## src/rtl/cnn_pkg.sv

```systemverilog
// rtl/cnn_pkg.sv - shared CNN front-end constants and window packing helper
package cnn_pkg;

  localparam int DATA_BITS   = 8;
  localparam int FILTER_SIZE = 5;
  localparam int IMG_W       = 28;
  localparam int IMG_H       = 28;
  localparam int WIN_BITS    = FILTER_SIZE * FILTER_SIZE * DATA_BITS;

  // Element (r,c) of a packed window lives at bits [win_idx(r,c)*DATA_BITS +: DATA_BITS]
  function automatic int win_idx(input int r, input int c);
    return r * FILTER_SIZE + c;
  endfunction

endpackage

```

## src/rtl/line_buffer.sv

```systemverilog
// rtl/line_buffer.sv - one image-row delay, column addressed, read-before-write
module line_buffer #(
  parameter int DEPTH = 28,
  parameter int WIDTH = 8,
  parameter int AW    = $clog2(DEPTH)
) (
  input  logic             clk,
  input  logic             we,
  input  logic [AW-1:0]    addr,
  input  logic [WIDTH-1:0] wdata,
  output logic [WIDTH-1:0] rdata
);

  logic [WIDTH-1:0] mem [DEPTH];

  // Combinational read returns the value stored one row ago at this column
  assign rdata = mem[addr];

  // Contents are never reset; every entry is overwritten before it is read back
  always_ff @(posedge clk) begin
    if (we) begin
      mem[addr] <= wdata;
    end
  end

endmodule

```

## src/rtl/conv_window_buffer.sv

```systemverilog
// rtl/conv_window_buffer.sv - raster pixel stream to sliding FILTER_SIZE x FILTER_SIZE window
module conv_window_buffer
  import cnn_pkg::*;
#(
  parameter int IMG_W       = cnn_pkg::IMG_W,
  parameter int IMG_H       = cnn_pkg::IMG_H,
  parameter int FILTER_SIZE = cnn_pkg::FILTER_SIZE,
  parameter int DATA_BITS   = cnn_pkg::DATA_BITS
) (
  input  logic                                     clk,
  input  logic                                     rst_n,
  input  logic                                     in_val,
  input  logic [DATA_BITS-1:0]                     data_in,
  output logic [FILTER_SIZE*FILTER_SIZE*DATA_BITS-1:0] window_out,
  output logic                                     out_val,
  output logic                                     frame_done
);

  localparam int CW  = $clog2(IMG_W);
  localparam int RW  = $clog2(IMG_H);
  localparam int NLB = FILTER_SIZE - 1;
  localparam int FS  = FILTER_SIZE;
  localparam int DB  = DATA_BITS;

  localparam logic [CW-1:0] COL_LAST  = CW'(IMG_W - 1);
  localparam logic [RW-1:0] ROW_LAST  = RW'(IMG_H - 1);
  localparam logic [CW-1:0] COL_FIRST = CW'(FILTER_SIZE - 1);
  localparam logic [RW-1:0] ROW_FIRST = RW'(FILTER_SIZE - 1);

  logic [CW-1:0] col;
  logic [RW-1:0] row;
  logic [DB-1:0] lb_rd [NLB];
  logic [DB-1:0] lb_wr [NLB];
  logic          win_pos;
  logic          last_pos;

  // A full window exists once FILTER_SIZE rows and columns of this frame are in
  assign win_pos  = (row >= ROW_FIRST) && (col >= COL_FIRST);
  assign last_pos = (row == ROW_LAST) && (col == COL_LAST);

  // Line buffers cascade: each one feeds the previous row's pixel to the next
  assign lb_wr[0] = data_in;
  for (genvar k = 1; k < NLB; k++) begin : g_lb_chain
    assign lb_wr[k] = lb_rd[k-1];
  end

  for (genvar k = 0; k < NLB; k++) begin : g_lb
    line_buffer #(
      .DEPTH (IMG_W),
      .WIDTH (DB),
      .AW    (CW)
    ) u_lb (
      .clk   (clk),
      .we    (in_val),
      .addr  (col),
      .wdata (lb_wr[k]),
      .rdata (lb_rd[k])
    );
  end

  // Raster position of the next accepted pixel
  always_ff @(posedge clk) begin
    if (!rst_n) begin
      col <= '0;
      row <= '0;
    end else if (in_val) begin
      if (col == COL_LAST) begin
        col <= '0;
        row <= (row == ROW_LAST) ? '0 : row + 1'b1;
      end else begin
        col <= col + 1'b1;
      end
    end
  end

  // Shift the window left and load the newest column: oldest row at r=0, live pixel at the bottom
  always_ff @(posedge clk) begin
    if (!rst_n) begin
      window_out <= '0;
    end else if (in_val) begin
      for (int r = 0; r < FS; r++) begin
        for (int c = 0; c < FS - 1; c++) begin
          window_out[(r*FS+c)*DB +: DB] <= window_out[(r*FS+c+1)*DB +: DB];
        end
      end
      window_out[((FS-1)*FS+FS-1)*DB +: DB] <= data_in;
      for (int k = 0; k < NLB; k++) begin
        window_out[((FS-2-k)*FS+FS-1)*DB +: DB] <= lb_rd[k];
      end
    end
  end

  // Valid and end-of-frame strobes line up with the window they describe
  always_ff @(posedge clk) begin
    if (!rst_n) begin
      out_val    <= 1'b0;
      frame_done <= 1'b0;
    end else begin
      out_val    <= in_val && win_pos;
      frame_done <= in_val && last_pos;
    end
  end

endmodule

```

## config.mk

```make
export PLATFORM = sky130hd
export DESIGN_NAME = conv_window_buffer
export DESIGN_NICKNAME = d
export VERILOG_FILES = /design/src/rtl/cnn_pkg.sv /design/src/rtl/line_buffer.sv /design/src/rtl/conv_window_buffer.sv
export SDC_FILE = /design/constraint.sdc
export NUM_CORES = 1
export LEC_CHECK = 0
export ABC_AREA = 1
export CORE_UTILIZATION = 30
export DETAILED_ROUTE_END_ITERATION = 8
export SLEW_MARGIN = 30
export SYNTH_ARGS = -nofsm -noshare
export SYNTH_HDL_FRONTEND = slang
export SYNTH_SLANG_ARGS = --single-unit
```

## constraint.sdc

```tcl
create_clock -name clk -period 5.1 [get_ports clk]
set_input_delay 1.53 -clock clk [delete_from_list [all_inputs] [get_ports clk]]
set_output_delay 1.53 -clock clk [all_outputs]
set_load 0.005 [all_outputs]
```

==> flow_metrics.env, run 1 <==
export IMPL_result_of_the_run="completed"
export IMPL_post_cts_buffers=0
export IMPL_cts_hold_buf=0
export IMPL_die_area_um2=151000
export IMPL_arrival_ns=3.71
export IMPL_maxSlewHeadroom=0.361
export IMPL_finish_net_count=4548
export IMPL_synthArstFlopShare=0
export IMPL_clk_transition_reported_paths_ns=0.06
export IMPL_drv_cap=0
export IMPL_timing_clock_skew_ns=0.0384
export IMPL_clock_insertion_delay_worst_skew_ns=0.70
export IMPL_grt_first_pass_wirelength_um=185000
export IMPL_wl_per_cell_um=18.8
export IMPL_ioPinCount=213
export IMPL_starting_density=0.304
export IMPL_setup_worst_path_end_class="flop"
export IMPL_setup_repair_after_global_routing_missed_its_margin="false"
export IMPL_cts_buffer_depth=3
export IMPL_yosysMostFrequentCell="sky130_fd_sc_hd__nand2_1"
export IMPL_synth_area_um2=45000
export IMPL_final_hold_viol_count=0
export IMPL_route_detailed_drc=0
export IMPL_postRouteWirelength_um=123000
export IMPL_cts_tree="yes"
export IMPL_vdd_drop_max_uv=267
export IMPL_grt_busiest_layer="met2"
export IMPL_grt_max_degree=205
export IMPL_netlist_area_leader_share=0.598
export IMPL_hold_path_startpoint="window_out[76]"
export IMPL_worstPathRequired_ns=5.21
export IMPL_design_core_area_um2=148000
export IMPL_die_x_um=389
export IMPL_final_max_slew_viol_count=0
export IMPL_synth_cell_types=30
export IMPL_powerDensity_nw_per_um2=383
export IMPL_globalRouteOverflowTotal=0
export IMPL_synth_flop_cell="sky130_fd_sc_hd__edfxtp_1"
export IMPL_post_layout_total_power_uw=20300
export IMPL_count_of_mapped_cells_out_of_synthesis=4359
export IMPL_maxClockFrequency_mhz=278
export IMPL_worst_slew_pin_transition_ns=0.958
export IMPL_worst_setup_path_class="flop to flop"
export IMPL_leakagePower_uw=0.0206
export IMPL_grt_util_met2=0.282
export IMPL_synth_avg_cell_area_um2=10.3
export IMPL_postSynthNetCount=4377
export IMPL_fin_setup_tns_ns=0
export IMPL_detailedPlacementHpwl_um=75800
export IMPL_count_of_final_setup_violators=0
export IMPL_crit_fanout=36
export IMPL_io_buffer_count=212
export IMPL_drt_initial_drc_count=2645
export IMPL_gpl_final_weighted_congestion=0.838
export IMPL_die_height_um=389
export IMPL_clk_root_buffer_cell="sky130_fd_sc_hd__clkbuf_16"
export IMPL_postSynthRegisterBits=1113
export IMPL_flow_area_growth_from_synthesis_pct=18.2
export IMPL_grt_pass1_vias=29300
export IMPL_synthesis_yosys_warnings=0
export IMPL_drive_above_1_share=0.0703
export IMPL_final_min_clock_period_ns=3.60
export IMPL_netlist_top_cells_area="sky130_fd_sc_hd__edfxtp_1, sky130_fd_sc_hd__nand2_1, sky130_fd_sc_hd__dfxtp_1"
export IMPL_clock_tree_htree_level_count=3
export IMPL_placementRows=141
export IMPL_number_of_antenna_violations_at_the_first_check_in_global_routing=1
export IMPL_hp_class="flop to flop"
export IMPL_globalRouteMet1Util=0.199
export IMPL_cts_repair_resize_count=0
export IMPL_post_route_period_util=0.705
export IMPL_use_met3=0.0185
export IMPL_drt_antenna_violating_nets=0
export IMPL_cts_buf_count=111
export IMPL_detail_route_first_pass_iterations=6
export IMPL_yosysTopAreaCell="sky130_fd_sc_hd__edfxtp_1"
export IMPL_groute_usage_overall=0.159
export IMPL_via_count=30700
export IMPL_synth_top_cells_by_count="sky130_fd_sc_hd__nand2_1, sky130_fd_sc_hd__edfxtp_1, sky130_fd_sc_hd__nor2_1, sky130_fd_sc_hd__nand3_1, sky130_fd_sc_hd__inv_1"
export IMPL_critical_path_startpoint_type="flop"
export IMPL_synth_edff_count=896
export IMPL_drt_vias_per_instance=4.69
export IMPL_synth_sequential_area_ratio=0.695
export IMPL_cts_sinks=1113
==> layout make-up <==
| class | instances | area, um^2 |
|---|---|---|
| Antenna cell | 2 | 5.00 |
| Clock buffer | 151 | 3070 |
| Clock inverter | 55 | 488 |
| Fill cell | 14600 | 95000 |
| Inverter | 347 | 1320 |
| Multi-Input combinational cell | 2649 | 11400 |
| Sequential cell | 1113 | 31300 |
| Tap cell | 1930 | 2410 |
| Timing Repair Buffer | 308 | 3220 |
==> registers in the layout (all words and copies together), names as in the netlist, named ones only <==
register,count
g_lb.u_lb.mem,896
window_out,200
col,5
row,5
out_val,1
frame_done,1
==> placed cells by master, fill, tap and decap left out, types with 7 or more instances in the layout <==
cell                              Yosys  routed
sky130_fd_sc_hd__a21oi_1             36      36
sky130_fd_sc_hd__buf_12               0       9
sky130_fd_sc_hd__buf_16               0      13
sky130_fd_sc_hd__buf_4               12      73
sky130_fd_sc_hd__clkbuf_1            89      29
sky130_fd_sc_hd__clkbuf_16            0     115
sky130_fd_sc_hd__clkdlybuf4s50_1      0     209
sky130_fd_sc_hd__clkinv_1             1      17
sky130_fd_sc_hd__clkinv_2             0      26
sky130_fd_sc_hd__dfxtp_1            217     211
sky130_fd_sc_hd__edfxtp_1           896     896
sky130_fd_sc_hd__ha_1                 7       7
sky130_fd_sc_hd__inv_1              337     334
sky130_fd_sc_hd__inv_2                9       7
sky130_fd_sc_hd__nand2_1           1201    1201
sky130_fd_sc_hd__nand3_1            494     494
sky130_fd_sc_hd__nor2_1             593     566
sky130_fd_sc_hd__nor2_4               1      28
sky130_fd_sc_hd__o211ai_1            10      10
sky130_fd_sc_hd__o21ai_0            259     259
sky130_fd_sc_hd__o21ai_1             15      15
sky130_fd_sc_hd__or2_2               13      13
==> cell families after synthesis <==
family,Yosys count,share of synthesized area
and+or+nand+nor,2308,0.208
DFF,1113,0.695
buffers and inverters,597,0.0570
AOI/OAI and AO/OA,330,0.0379
adders and majority gates,7,0.00195
xor gates and xnor gates,4,0.000779
==> worst max-delay path, stage by stage (launching register included) <==
cell	delay, ns
sky130_fd_sc_hd__dfxtp_4	0.49
sky130_fd_sc_hd__buf_4	0.49
sky130_fd_sc_hd__buf_4	0.51
sky130_fd_sc_hd__nand3_1	0.13
sky130_fd_sc_hd__nand2_1	0.08
sky130_fd_sc_hd__nand2_1	0.05
sky130_fd_sc_hd__nand3_1	0.14
sky130_fd_sc_hd__nand3_1	0.09
sky130_fd_sc_hd__nand2_1	0.22
sky130_fd_sc_hd__clkinv_1	0.78
==> metal layers <==
layer / vias up / routed length, um
li1: 14800 / -
met1: 15000 / 50600
met2: 832 / 62900
met3: 202 / 5880
met4: 0 / 3960
met5: - / 0
==> where the power goes <==
part,switching (uW),total [uW],leakage [uW],internal (uW)
registers,137,10300,0.00987,10200
logic,1430,2010,0.00896,571
clock network,3460,7980,0.00175,4520
total,5030,20300,0.0206,15300
==> metrics by stage <==
stage	instance area, um^2	setup WS (ns)	instances	hold WS, ns	util
6_report	53100	1.50	6555	0.480	0.359
5_1_grt	53100	1.29	6554	0.509	0.359
4_1_cts	53100	1.74	6552	0.474	0.358
3_5_place_dp	49600	1.27	6346	0.482	0.334
3_3_place_gp	49200	1.29	6333	0.476	0.332
2_1_floorplan	45000	0.947	4359	0.472	-
==> final timing paths <==
path | end | slack (ns) | cells past startpoint
setup / recovery | g_lb[2].u_lb.mem[0][3] | 1.50 | 9
hold / removal | window_out[68] | 0.48 | 2
setup reg to reg | g_lb[2].u_lb.mem[0][3] | 1.50 | 9
hold reg to reg | window_out[68] | 0.48 | 2
No activity file was read; power rests on OpenSTA's default activity.
==> run 2, diff against run 1 <==
- clock period: 5.1 -> 3.3 ns (I/O delays scaled with it)
==> run 2 against run 1 <==
Compared with the run above:
- non-clock buffer count is 62 higher
- cell count is 1.1% higher
- sequential power is 55% higher
- critical path depth is 8 lower
- final area is 1.6% higher
- die area stayed put
- register-to-register slack worse by 0.87 ns
- power is 58% higher
- via count is 2.2% higher
- sequential share of layout area is 0.95 points lower
- clock power is 64% higher
- critical endpoint is now window_out[72]
==> flow_metrics.env, run 2 (synthesized netlist as in run 1, its figures left out) <==
export IMPL_drive_above_1_share=0.0854
export IMPL_grt_first_pass_wirelength_um=191000
export IMPL_clk_root_buffer_cell="sky130_fd_sc_hd__clkbuf_16"
export IMPL_regToRegEndpoint="g_lb[1].u_lb.mem[4][6]"
export IMPL_die_height_um=389
export IMPL_route_detailed_drc=0
export IMPL_leakagePower_uw=0.0211
export IMPL_whs_endpoint="window_out[0]"
export IMPL_globalRouteOverflowTotal=0
export IMPL_groute_usage_overall=0.166
export IMPL_grt_util_met2=0.275
export IMPL_via_count=31400
export IMPL_critPathBufInv=1
export IMPL_finish_net_count=4613
export IMPL_vdd_drop_max_uv=403
export IMPL_cts_sinks=1113
export IMPL_number_of_antenna_violations_at_the_first_check_in_global_routing=2
export IMPL_cts_hold_buf=0
export IMPL_maxSlewHeadroom=0.382
export IMPL_count_of_final_setup_violators=0
export IMPL_drt_initial_drc_count=2953
export IMPL_powerDensity_nw_per_um2=594
export IMPL_maxClockFrequency_mhz=360
export IMPL_clock_tree_htree_level_count=3
export IMPL_crit_fanout=3
export IMPL_final_min_clock_period_ns=2.77
export IMPL_flow_area_growth_from_synthesis_pct=20.1
export IMPL_cts_buf_count=114
export IMPL_multi_input_gate_area_um2=11400
export IMPL_result_of_the_run="completed"
export IMPL_grt_max_degree=155
export IMPL_final_max_slew_viol_count=0
export IMPL_clock_insertion_delay_worst_skew_ns=0.70
export IMPL_layout_cells_most_common_list="sky130_fd_sc_hd__nand2_1, sky130_fd_sc_hd__edfxtp_1, sky130_fd_sc_hd__nor2_1"
export IMPL_worst_slew_pin_transition_ns=0.927
export IMPL_worstRegToRegCells=11
export IMPL_grt_pass1_vias=29600
export IMPL_placementRows=141
export IMPL_gpl_final_weighted_congestion=0.820
export IMPL_register_to_register_path_setup_slack_ns=0.63
export IMPL_drt_vias_per_instance=4.74
export IMPL_top_cell_family_by_delay_on_the_critical_path="buffers and inverters"
export IMPL_fin_hold_ws_ns=0.482
export IMPL_arrival_ns=1.78
export IMPL_io_buffer_count=212
export IMPL_largest_register_ffs=896
export IMPL_detail_route_first_pass_iterations=6
export IMPL_hp_class="flop to flop"
export IMPL_largest_register="g_lb.u_lb.mem"
export IMPL_starting_density=0.304
export IMPL_post_route_period_util=0.841
export IMPL_cts_tree="yes"
export IMPL_grt_busiest_layer="met2"
export IMPL_crit_path_cell_trace="clkdlybuf4s50_1"
export IMPL_drt_antenna_violating_nets=0
export IMPL_cell_with_the_largest_stage_delay_on_the_worst_path="sky130_fd_sc_hd__clkdlybuf4s50_1"
export IMPL_timing_clock_skew_ns=0.0274
export IMPL_postLayoutCellArea_um2=54000
export IMPL_ioPinCount=213
export IMPL_setup_worst_path_end_class="output port"
export IMPL_design_core_area_um2=148000
export IMPL_post_cts_buffers=0
export IMPL_min_path_cells=2
export IMPL_final_hold_viol_count=0
export IMPL_cts_repair_resize_count=0
export IMPL_die_x_um=389
export IMPL_final_common_cell="sky130_fd_sc_hd__nand2_1"
export IMPL_hold_path_startpoint="window_out[8]"
export IMPL_clk_transition_reported_paths_ns=0.06
export IMPL_register_area_um2=31300
export IMPL_worstPathRequired_ns=2.31
export IMPL_critical_path_startpoint_type="flop"
export IMPL_layout_filler_cells=14400
export IMPL_globalRouteMet1Util=0.220
export IMPL_dpl_instance_area_um2=50200
export IMPL_cts_buffer_depth=3
export IMPL_wl_per_cell_um=19.3
export IMPL_use_met3=0.0241
export IMPL_die_area_um2=151000
export IMPL_detailedPlacementHpwl_um=74800
export IMPL_postRouteWirelength_um=128000
export IMPL_drv_cap=0
export IMPL_setup_repair_after_global_routing_missed_its_margin="false"
export IMPL_worst_setup_path_class="flop to output port"
export IMPL_critical_path_max_stage_delay_ns=0.58
export IMPL_largest_registers="g_lb.u_lb.mem: 896 flops, window_out: 200 flops"
[run 2: cell count changes in the layout (fill, tap and decap cells not counted), moves of 2 or more]
cell / before / now
sky130_fd_sc_hd__clkinvlp_4: 4 / 2
sky130_fd_sc_hd__inv_1: 334 / 336
sky130_fd_sc_hd__bufinv_16: 6 / 10
sky130_fd_sc_hd__clkbuf_1: 29 / 25
sky130_fd_sc_hd__clkinv_1: 17 / 13
sky130_fd_sc_hd__buf_16: 13 / 0
sky130_fd_sc_hd__buf_4: 73 / 118
sky130_fd_sc_hd__buf_12: 9 / 41
sky130_fd_sc_hd__clkbuf_16: 115 / 120
sky130_fd_sc_hd__clkbuf_8: 5 / 13
[run 2: through the flow]
step,util,power [uW],setup TNS (ns),cells,setup WS [ns]
final,0.365,32100,0,6624,0.526
after global routing,0.365,33100,0,6624,0.468
after CTS,0.365,32300,0,6623,0.473
after detailed placement,0.339,19300,0,6409,0.490
after global placement,0.339,19200,0,6409,0.439
after floorplan,-,17800,-210.18,4359,-0.313
[run 2: worst max-delay path by stage]
stage	start	to	slack, ns	cells past startpoint
finish	window_out[72]	window_out[72]	0.53	1
detailed placement	in_val	row[4]	0.49	8
global route	flop	g_lb[2].u_lb.mem[1][5]	0.47	10
floorplan	in_val	g_lb[0].u_lb.mem[10][0]	-0.31	5
global placement	in_val	row[4]	0.44	8
CTS	window_out[72]	window_out[72]	0.47	1
[run 2: power breakdown]
part | internal [uW] | total [uW] | switching, uW
Combinational | 948 | 2990 | 2040
Clock | 7700 | 13100 | 5430
Sequential | 15800 | 16000 | 192
Total | 24400 | 32100 | 7660
[run 2: final cells by class]
class | instances | share of cell area
Antenna cell | 1 | 0.0000463
Clock buffer | 159 | 0.0607
Timing Repair Buffer | 370 | 0.0706
Clock inverter | 55 | 0.0103
Inverter | 347 | 0.0244
Tap cell | 1930 | 0.0447
Sequential cell | 1113 | 0.579
Multi-Input combinational cell | 2649 | 0.210
[run 2: routing by layer]
layer | vias to the layer above | routed length, um | share of wire
met5 | - | 0 | 0
met4 | 0 | 4240 | 0.033
met3 | 214 | 7750 | 0.061
met2 | 1016 | 61800 | 0.48
met1 | 15300 | 54000 | 0.42
li1 | 14900 | - | -
